File: src/rtl/round_robin_arbiter_if.sv
// round_robin_arbiter_if: request/release/grant bundle between requesters and the arbiter
interface round_robin_arbiter_if #(parameter int WIDTH = 16);
  logic [WIDTH-1:0] requests;
  logic             release_grant;
  logic [WIDTH-1:0] grant;
  logic             grant_valid;
  modport master (output requests, release_grant, input grant, grant_valid);
  modport slave (input requests, release_grant, output grant, grant_valid);
endinterface

File: src/rtl/round_robin_arbiter.sv
// round_robin_arbiter: registered one-hot round-robin arbiter; define ARB_BACK_TO_BACK_EN for bubble-free regrant on release
module round_robin_arbiter #(
  parameter int WIDTH = 16
) (
  input logic clock,
  input logic reset,
  round_robin_arbiter_if.slave arb
);
  localparam int PW = $clog2(WIDTH);
  typedef enum logic {IDLE, GRANTED} state_t;
  state_t state, state_nxt;
  logic [PW-1:0] ptr, ptr_nxt, idx, base, win, j;
  logic [WIDTH-1:0] grant_q, grant_nxt;
  logic valid_q, hit;
  // binary index of the currently held grant
  always_comb begin
    idx = '0;
    for (int i = 0; i < WIDTH; i++)
      idx = grant_q[i] ? PW'(i) : idx;
  end
  // search start: the post-release pointer lets a back-to-back regrant skip the releasing requester
  always_comb begin
`ifdef ARB_BACK_TO_BACK_EN
    base = (state == GRANTED && arb.release_grant) ? idx + 1'b1 : ptr;
`else
    base = ptr;
`endif
  end
  // first requester at or after base, wrapping modulo WIDTH
  always_comb begin
    hit = 1'b0;
    win = '0;
    j = '0;
    for (int k = 0; k < WIDTH; k++) begin
      j = base + PW'(k);
      if (!hit && arb.requests[j]) begin
        hit = 1'b1;
        win = j;
      end
    end
  end
  // next-state, pointer and grant decisions
  always_comb begin
    state_nxt = state;
    ptr_nxt = ptr;
    grant_nxt = grant_q;
    if (state == IDLE) begin
      state_nxt = hit ? GRANTED : IDLE;
      grant_nxt = hit ? WIDTH'(1) << win : '0;
    end else if (arb.release_grant) begin
      ptr_nxt = idx + 1'b1;
`ifdef ARB_BACK_TO_BACK_EN
      state_nxt = hit ? GRANTED : IDLE;
      grant_nxt = hit ? WIDTH'(1) << win : '0;
`else
      state_nxt = IDLE;
      grant_nxt = '0;
`endif
    end
  end
  // state, pointer and registered outputs
  always_ff @(posedge clock) begin
    if (reset) begin
      state <= IDLE;
      ptr <= '0;
      grant_q <= '0;
      valid_q <= 1'b0;
    end else begin
      state <= state_nxt;
      ptr <= ptr_nxt;
      grant_q <= grant_nxt;
      valid_q <= |grant_nxt;
    end
  end
  assign arb.grant = grant_q;
  assign arb.grant_valid = valid_q;
endmodule
File: src/flat_wrapper.sv
// flat-port wrapper written by rule: the top's interface ports become plain ports
module round_robin_arbiter_flat 
#(
  parameter int WIDTH = 16
)
  (clock, reset, arb_requests, arb_release_grant, arb_grant, arb_grant_valid);
  round_robin_arbiter_if #(.WIDTH(WIDTH)) arb_i ();
  input logic clock;
  input logic reset;
  input wire logic [$bits(arb_i.requests)-1:0] arb_requests;
  input wire logic [$bits(arb_i.release_grant)-1:0] arb_release_grant;
  output wire logic [$bits(arb_i.grant)-1:0] arb_grant;
  output wire logic [$bits(arb_i.grant_valid)-1:0] arb_grant_valid;
  assign arb_i.requests = arb_requests;
  assign arb_i.release_grant = arb_release_grant;
  assign arb_grant = arb_i.grant;
  assign arb_grant_valid = arb_i.grant_valid;
  round_robin_arbiter #(.WIDTH(WIDTH)) u_core (.clock(clock), .reset(reset), .arb(arb_i));
endmodule
File: config.mk
export PLATFORM = sky130hd
export DESIGN_NAME = round_robin_arbiter_flat
export DESIGN_NICKNAME = d
export VERILOG_FILES = /design/src/rtl/round_robin_arbiter_if.sv /design/src/rtl/round_robin_arbiter.sv /design/src/flat_wrapper.sv
export SDC_FILE = /design/constraint.sdc
export NUM_CORES = 1
export LEC_CHECK = 0
export ABC_CLOCK_PERIOD_IN_PS = 5600
export CORE_ASPECT_RATIO = 1.1
export CORE_UTILIZATION = 59
export DETAILED_ROUTE_END_ITERATION = 8
export GPL_TIMING_DRIVEN = 0
export PLACE_DENSITY = 0.86
export SLEW_MARGIN = 10
export SYNTH_ARGS = -nofsm -noshare
export SYNTH_HDL_FRONTEND = slang
export SYNTH_SLANG_ARGS = --single-unit
File: constraint.sdc
create_clock -name clock -period 5.6 [get_ports clock]
set_input_delay 1.12 -clock clock [delete_from_list [all_inputs] [get_ports clock]]
set_output_delay 1.12 -clock clock [all_outputs]
set_load 0.02 [all_outputs]
==> metrics.log <==
INFO  metric clock-root-buffer = sky130_fd_sc_hd__clkbuf_8
INFO  metric synth.distinct_cells = 75
INFO  metric number_of_max_slew_violations_in_the_final_report = 0
INFO  metric ff2ff_setup_slack = 180 ps
INFO  metric cts_tree = yes
INFO  metric cp_cell_sequence = buf_6 -> buf_6 -> buf_2 -> clkinvlp_4 -> ha_1 -> buf_2 -> buf_4 -> mux4_2 -> mux4_2 -> nor4_4 -> nand4_2 -> or2_1 -> nor3_1 -> a21oi_2 -> nor3_4 -> a22oi_1 -> a41oi_2
INFO  metric worst-slew-pin-transition = 702 ps
INFO  metric die_w = 76.0 um
INFO  metric cts_buffer_depth = 2
INFO  metric place.detailed.hpwl = 8670 um
INFO  metric vdd_ir_drop_max = 0.259 mV
INFO  metric worstPathMaxFanout = 10
INFO  metric clock_buffers_created_by_tritoncts = 3
INFO  metric synth_cells = 412
INFO  metric io-pin-count = 36
INFO  metric drtPass1Iterations = 5
INFO  metric netlist_area = 0.00356 mm^2
INFO  metric synth.yosys.warnings = 0
INFO  metric grt_use_total = 36.2%
INFO  metric synth_sequential_area_ratio = 12.4%
INFO  metric numPlacedInstances = 524
INFO  metric worstRegToRegCells = 17
INFO  metric clock_skews = 2.49 ps
INFO  metric nFillCells = 460
INFO  metric yosys_most_used_dff = sky130_fd_sc_hd__dfxtp_1
INFO  metric final_cells = 531
INFO  metric relSlewSlack = 53.1%
INFO  metric required = 5790 ps
INFO  metric floorplan.core_area = 0.00581 mm^2
INFO  metric destination_of_the_worst_register_to_register_timing_path = u_core.arb.grant_valid$_SDFF_PP0_
INFO  metric worstSetupPathDepth = 17
INFO  metric static-leakage-power = 1.39 nW
INFO  metric crit_path_top_delay_cell = sky130_fd_sc_hd__mux4_2
INFO  metric finish.instance_area = 0.00413 mm^2
INFO  metric initial_utilization = 61.2%
INFO  metric antennaDiodeCount = 0
INFO  metric setup_violations = 0
INFO  metric final_nets = 482
INFO  metric row_count = 29
INFO  metric largest_net_degree_at_the_start_of_global_routing = 14
INFO  metric cts.sink_count = 22
INFO  metric hold_slack = 564 ps
INFO  metric finalPower = 0.00114 W
INFO  metric worstSkewPairLatency = 270 ps
INFO  metric gpl.final_weighted_congestion = 0.953
INFO  metric grt_first_pass_wirelength = 18400 um
INFO  metric detail_route.wl_per_cell = 21.6 um
INFO  metric clk_pin_slew_worst_paths = 80 ps
INFO  metric worst-setup-path-type = flip-flop to flip-flop
INFO  metric globalRoute.totalOverflow = 0
INFO  metric drtIter0Drc = 468
INFO  metric grt_antenna_before_repair = 0
INFO  metric max_freq = 185 MHz
INFO  metric dieHeight = 83.4 um
INFO  metric post_dp_cell_area = 0.00400 mm^2
INFO  metric synth-seq-cells = 22
INFO  metric fp.dieArea = 0.00634 mm^2
INFO  metric detail_route_antenna_nets = 0
INFO  metric portBuffers = 35
INFO  metric post_route_cells_drive_above_1_share = 18.7%
INFO  metric power_per_cell_area = 277 mW/mm^2
INFO  metric wirelength = 11500 um
INFO  metric whs_endpoint = u_core.arb.grant[0]$_SDFF_PP0_
INFO  metric critical_path.reg2reg.startpoint = u_core.base[1]$_SDFFE_PP0P_
INFO  metric syn_avg_cell_area = 8.63 um^2
INFO  metric cp.buffers_inverters = 6
INFO  metric end_kind = flip-flop
INFO  metric hold_path_class = flip-flop to flip-flop
INFO  metric cp-start-kind = flip-flop
INFO  metric slowest_delay = 620 ps
INFO  metric synth_nets = 439
INFO  metric detail_route.drc_violations = 0
INFO  metric area_growth_syn_to_layout = 16.1%
INFO  metric vias = 3929
INFO  metric asyncSetResetFlopFracSynth = 0%
INFO  metric finalHoldViolCount = 0
INFO  metric hold_depth = 2
INFO  metric holdBufCountCts = 0
INFO  metric run_status = completed
INFO  metric min_period_over_period = 96.7%
INFO  metric rsz0062_at_grt = no
INFO  metric synth-edff-count = 0
INFO  metric grt_pass1_vias = 3678
INFO  metric detail_route.vias_per_cell = 7.40
INFO  metric finalWorstPathRequiredPeriod = 5420 ps
INFO  metric cp_top_family = buffers and inverters
INFO  metric hold_start = u_core.arb.grant[0]$_SDFF_PP0_
INFO  metric arrival_time_at_the_worst_endpoint = 5610 ps
INFO  metric clock_tree.htree_level_count = 1
INFO  metric drv.max_cap_violation_count = 0
## per-layer routing
metal  up-vias  part of all wire (%)  global-route usage (%)
met5         -                     0                       0
met4         0                   4.8                    14.3
met3        57                    11                    6.48
met2       294                    46                    59.1
met1      1849                    38                    47.6
li1       1729                     -                       -
## sequential cells by signal (all words and copies together) (netlist names)
signal,count
u_core.arb.grant,16
u_core.base,4
u_core.arb.grant_valid,1
u_core.state,1
## worst reg2reg max path, cell delays in order, from the launching register on
cell                         delay, ps
sky130_fd_sc_hd__dfxtp_2           460
sky130_fd_sc_hd__buf_6             210
sky130_fd_sc_hd__buf_6             180
sky130_fd_sc_hd__buf_2             330
sky130_fd_sc_hd__clkinvlp_4        230
sky130_fd_sc_hd__ha_1              310
sky130_fd_sc_hd__buf_2             220
sky130_fd_sc_hd__buf_4             260
sky130_fd_sc_hd__mux4_2            630
sky130_fd_sc_hd__mux4_2            610
sky130_fd_sc_hd__nor4_4            220
sky130_fd_sc_hd__nand4_2           270
sky130_fd_sc_hd__or2_1             320
sky130_fd_sc_hd__nor3_1            260
sky130_fd_sc_hd__a21oi_2           150
sky130_fd_sc_hd__nor3_4            340
sky130_fd_sc_hd__a22oi_1           160
sky130_fd_sc_hd__a41oi_2           180
## synthesized netlist by cell type (9+ instances only)
master	count	share of area [%]
sky130_fd_sc_hd__a211oi_1	10	2.1
sky130_fd_sc_hd__a21oi_1	23	3.2
sky130_fd_sc_hd__a22oi_1	23	4.9
sky130_fd_sc_hd__clkbuf_1	9	0.95
sky130_fd_sc_hd__dfxtp_1	22	12
sky130_fd_sc_hd__mux2_2	11	3.5
sky130_fd_sc_hd__mux2i_1	27	7.6
sky130_fd_sc_hd__mux4_2	28	18
sky130_fd_sc_hd__nand2_1	28	3.0
sky130_fd_sc_hd__nor2_1	53	5.6
sky130_fd_sc_hd__nor3_1	10	1.4
sky130_fd_sc_hd__o21ai_0	13	1.8
## how the worst max path moves through the flow
stage / start / to / slack, ps
2_1_floorplan: u_core.base[1]$_SDFFE_PP0P_ / u_core.arb.grant[14]$_SDFF_PP0_ / 1090
3_3_place_gp: u_core.base[1]$_SDFFE_PP0P_ / u_core.arb.grant_valid$_SDFF_PP0_ / -70
3_5_place_dp: u_core.base[1]$_SDFFE_PP0P_ / u_core.arb.grant_valid$_SDFF_PP0_ / -220
4_1_cts: u_core.base[1]$_SDFFE_PP0P_ / u_core.arb.grant_valid$_SDFF_PP0_ / 0.1
5_1_grt: u_core.base[1]$_SDFFE_PP0P_ / u_core.arb.grant[14]$_SDFF_PP0_ / 20
6_report: u_core.base[1]$_SDFFE_PP0P_ / u_core.arb.grant_valid$_SDFF_PP0_ / 180
## placed cells by master (no fill, tap or decap), types with 7 or more instances in the layout
| cell | instances |
|---|---|
| sky130_fd_sc_hd__nor2_1 | 52 |
| sky130_fd_sc_hd__mux2_2 | 11 |
| sky130_fd_sc_hd__a22oi_1 | 23 |
| sky130_fd_sc_hd__inv_1 | 7 |
| sky130_fd_sc_hd__clkbuf_1 | 8 |
| sky130_fd_sc_hd__clkdlybuf4s50_1 | 35 |
| sky130_fd_sc_hd__nand4_1 | 7 |
| sky130_fd_sc_hd__dfxtp_1 | 21 |
| sky130_fd_sc_hd__nor3_1 | 10 |
| sky130_fd_sc_hd__o21ai_0 | 13 |
| sky130_fd_sc_hd__buf_4 | 7 |
| sky130_fd_sc_hd__xnor2_1 | 8 |
| sky130_fd_sc_hd__nand2_1 | 28 |
| sky130_fd_sc_hd__mux4_2 | 28 |
| sky130_fd_sc_hd__ha_1 | 8 |
| sky130_fd_sc_hd__a211oi_1 | 10 |
| sky130_fd_sc_hd__mux2i_1 | 25 |
| sky130_fd_sc_hd__a21oi_1 | 23 |
## timing repair
action                     CTS  global route
gates resized for setup      3             6
pin swaps                    0             1
buffers inserted             0             3
gates cloned                 0             0
setup endpoints to repair   17            17
## cell type report
class / instances / area [um^2] / area share [%]
buffer: 19 / 110 / 2.67
clock buffer: 3 / 41.3 / 1.00
clock inverter: 1 / 30.0 / 0.727
inverter: 12 / 48.8 / 1.18
multi-input combinational: 359 / 2990 / 72.4
sequential: 22 / 442 / 10.7
tap: 77 / 96.3 / 2.33
timing repair buffer: 38 / 373 / 9.03
## where the power goes
part / leakage, nW / switching (W) / internal, W
clock network: 0.0357 / 0.0000551 / 0.0000956
registers: 0.179 / 0.0000154 / 0.000169
logic: 1.17 / 0.000486 / 0.000322
total: 1.39 / 0.000557 / 0.000587
## cell families after synthesis
family | share of synthesized area [%]
and+or+nand+nor | 19.8
AOI/OAI and AO/OA | 26.2
muxes | 30.9
buffers and inverters | 4.26
DFF | 12.4
xor gates and xnor gates | 3.62
adders and majority gates | 2.82
## metrics by stage
step | util, % | worst slack, ps | setup TNS, ps
4_1_cts | 70.3 | 0.127 | 0
6_report | 71.1 | 183 | 0
3_5_place_dp | 68.9 | -218 | -1660
2_1_floorplan | - | 1090 | 0
5_1_grt | 71.1 | 23.3 | 0
3_3_place_gp | 68.9 | -74.0 | -78.6
Power figures use the tool's default switching activity.
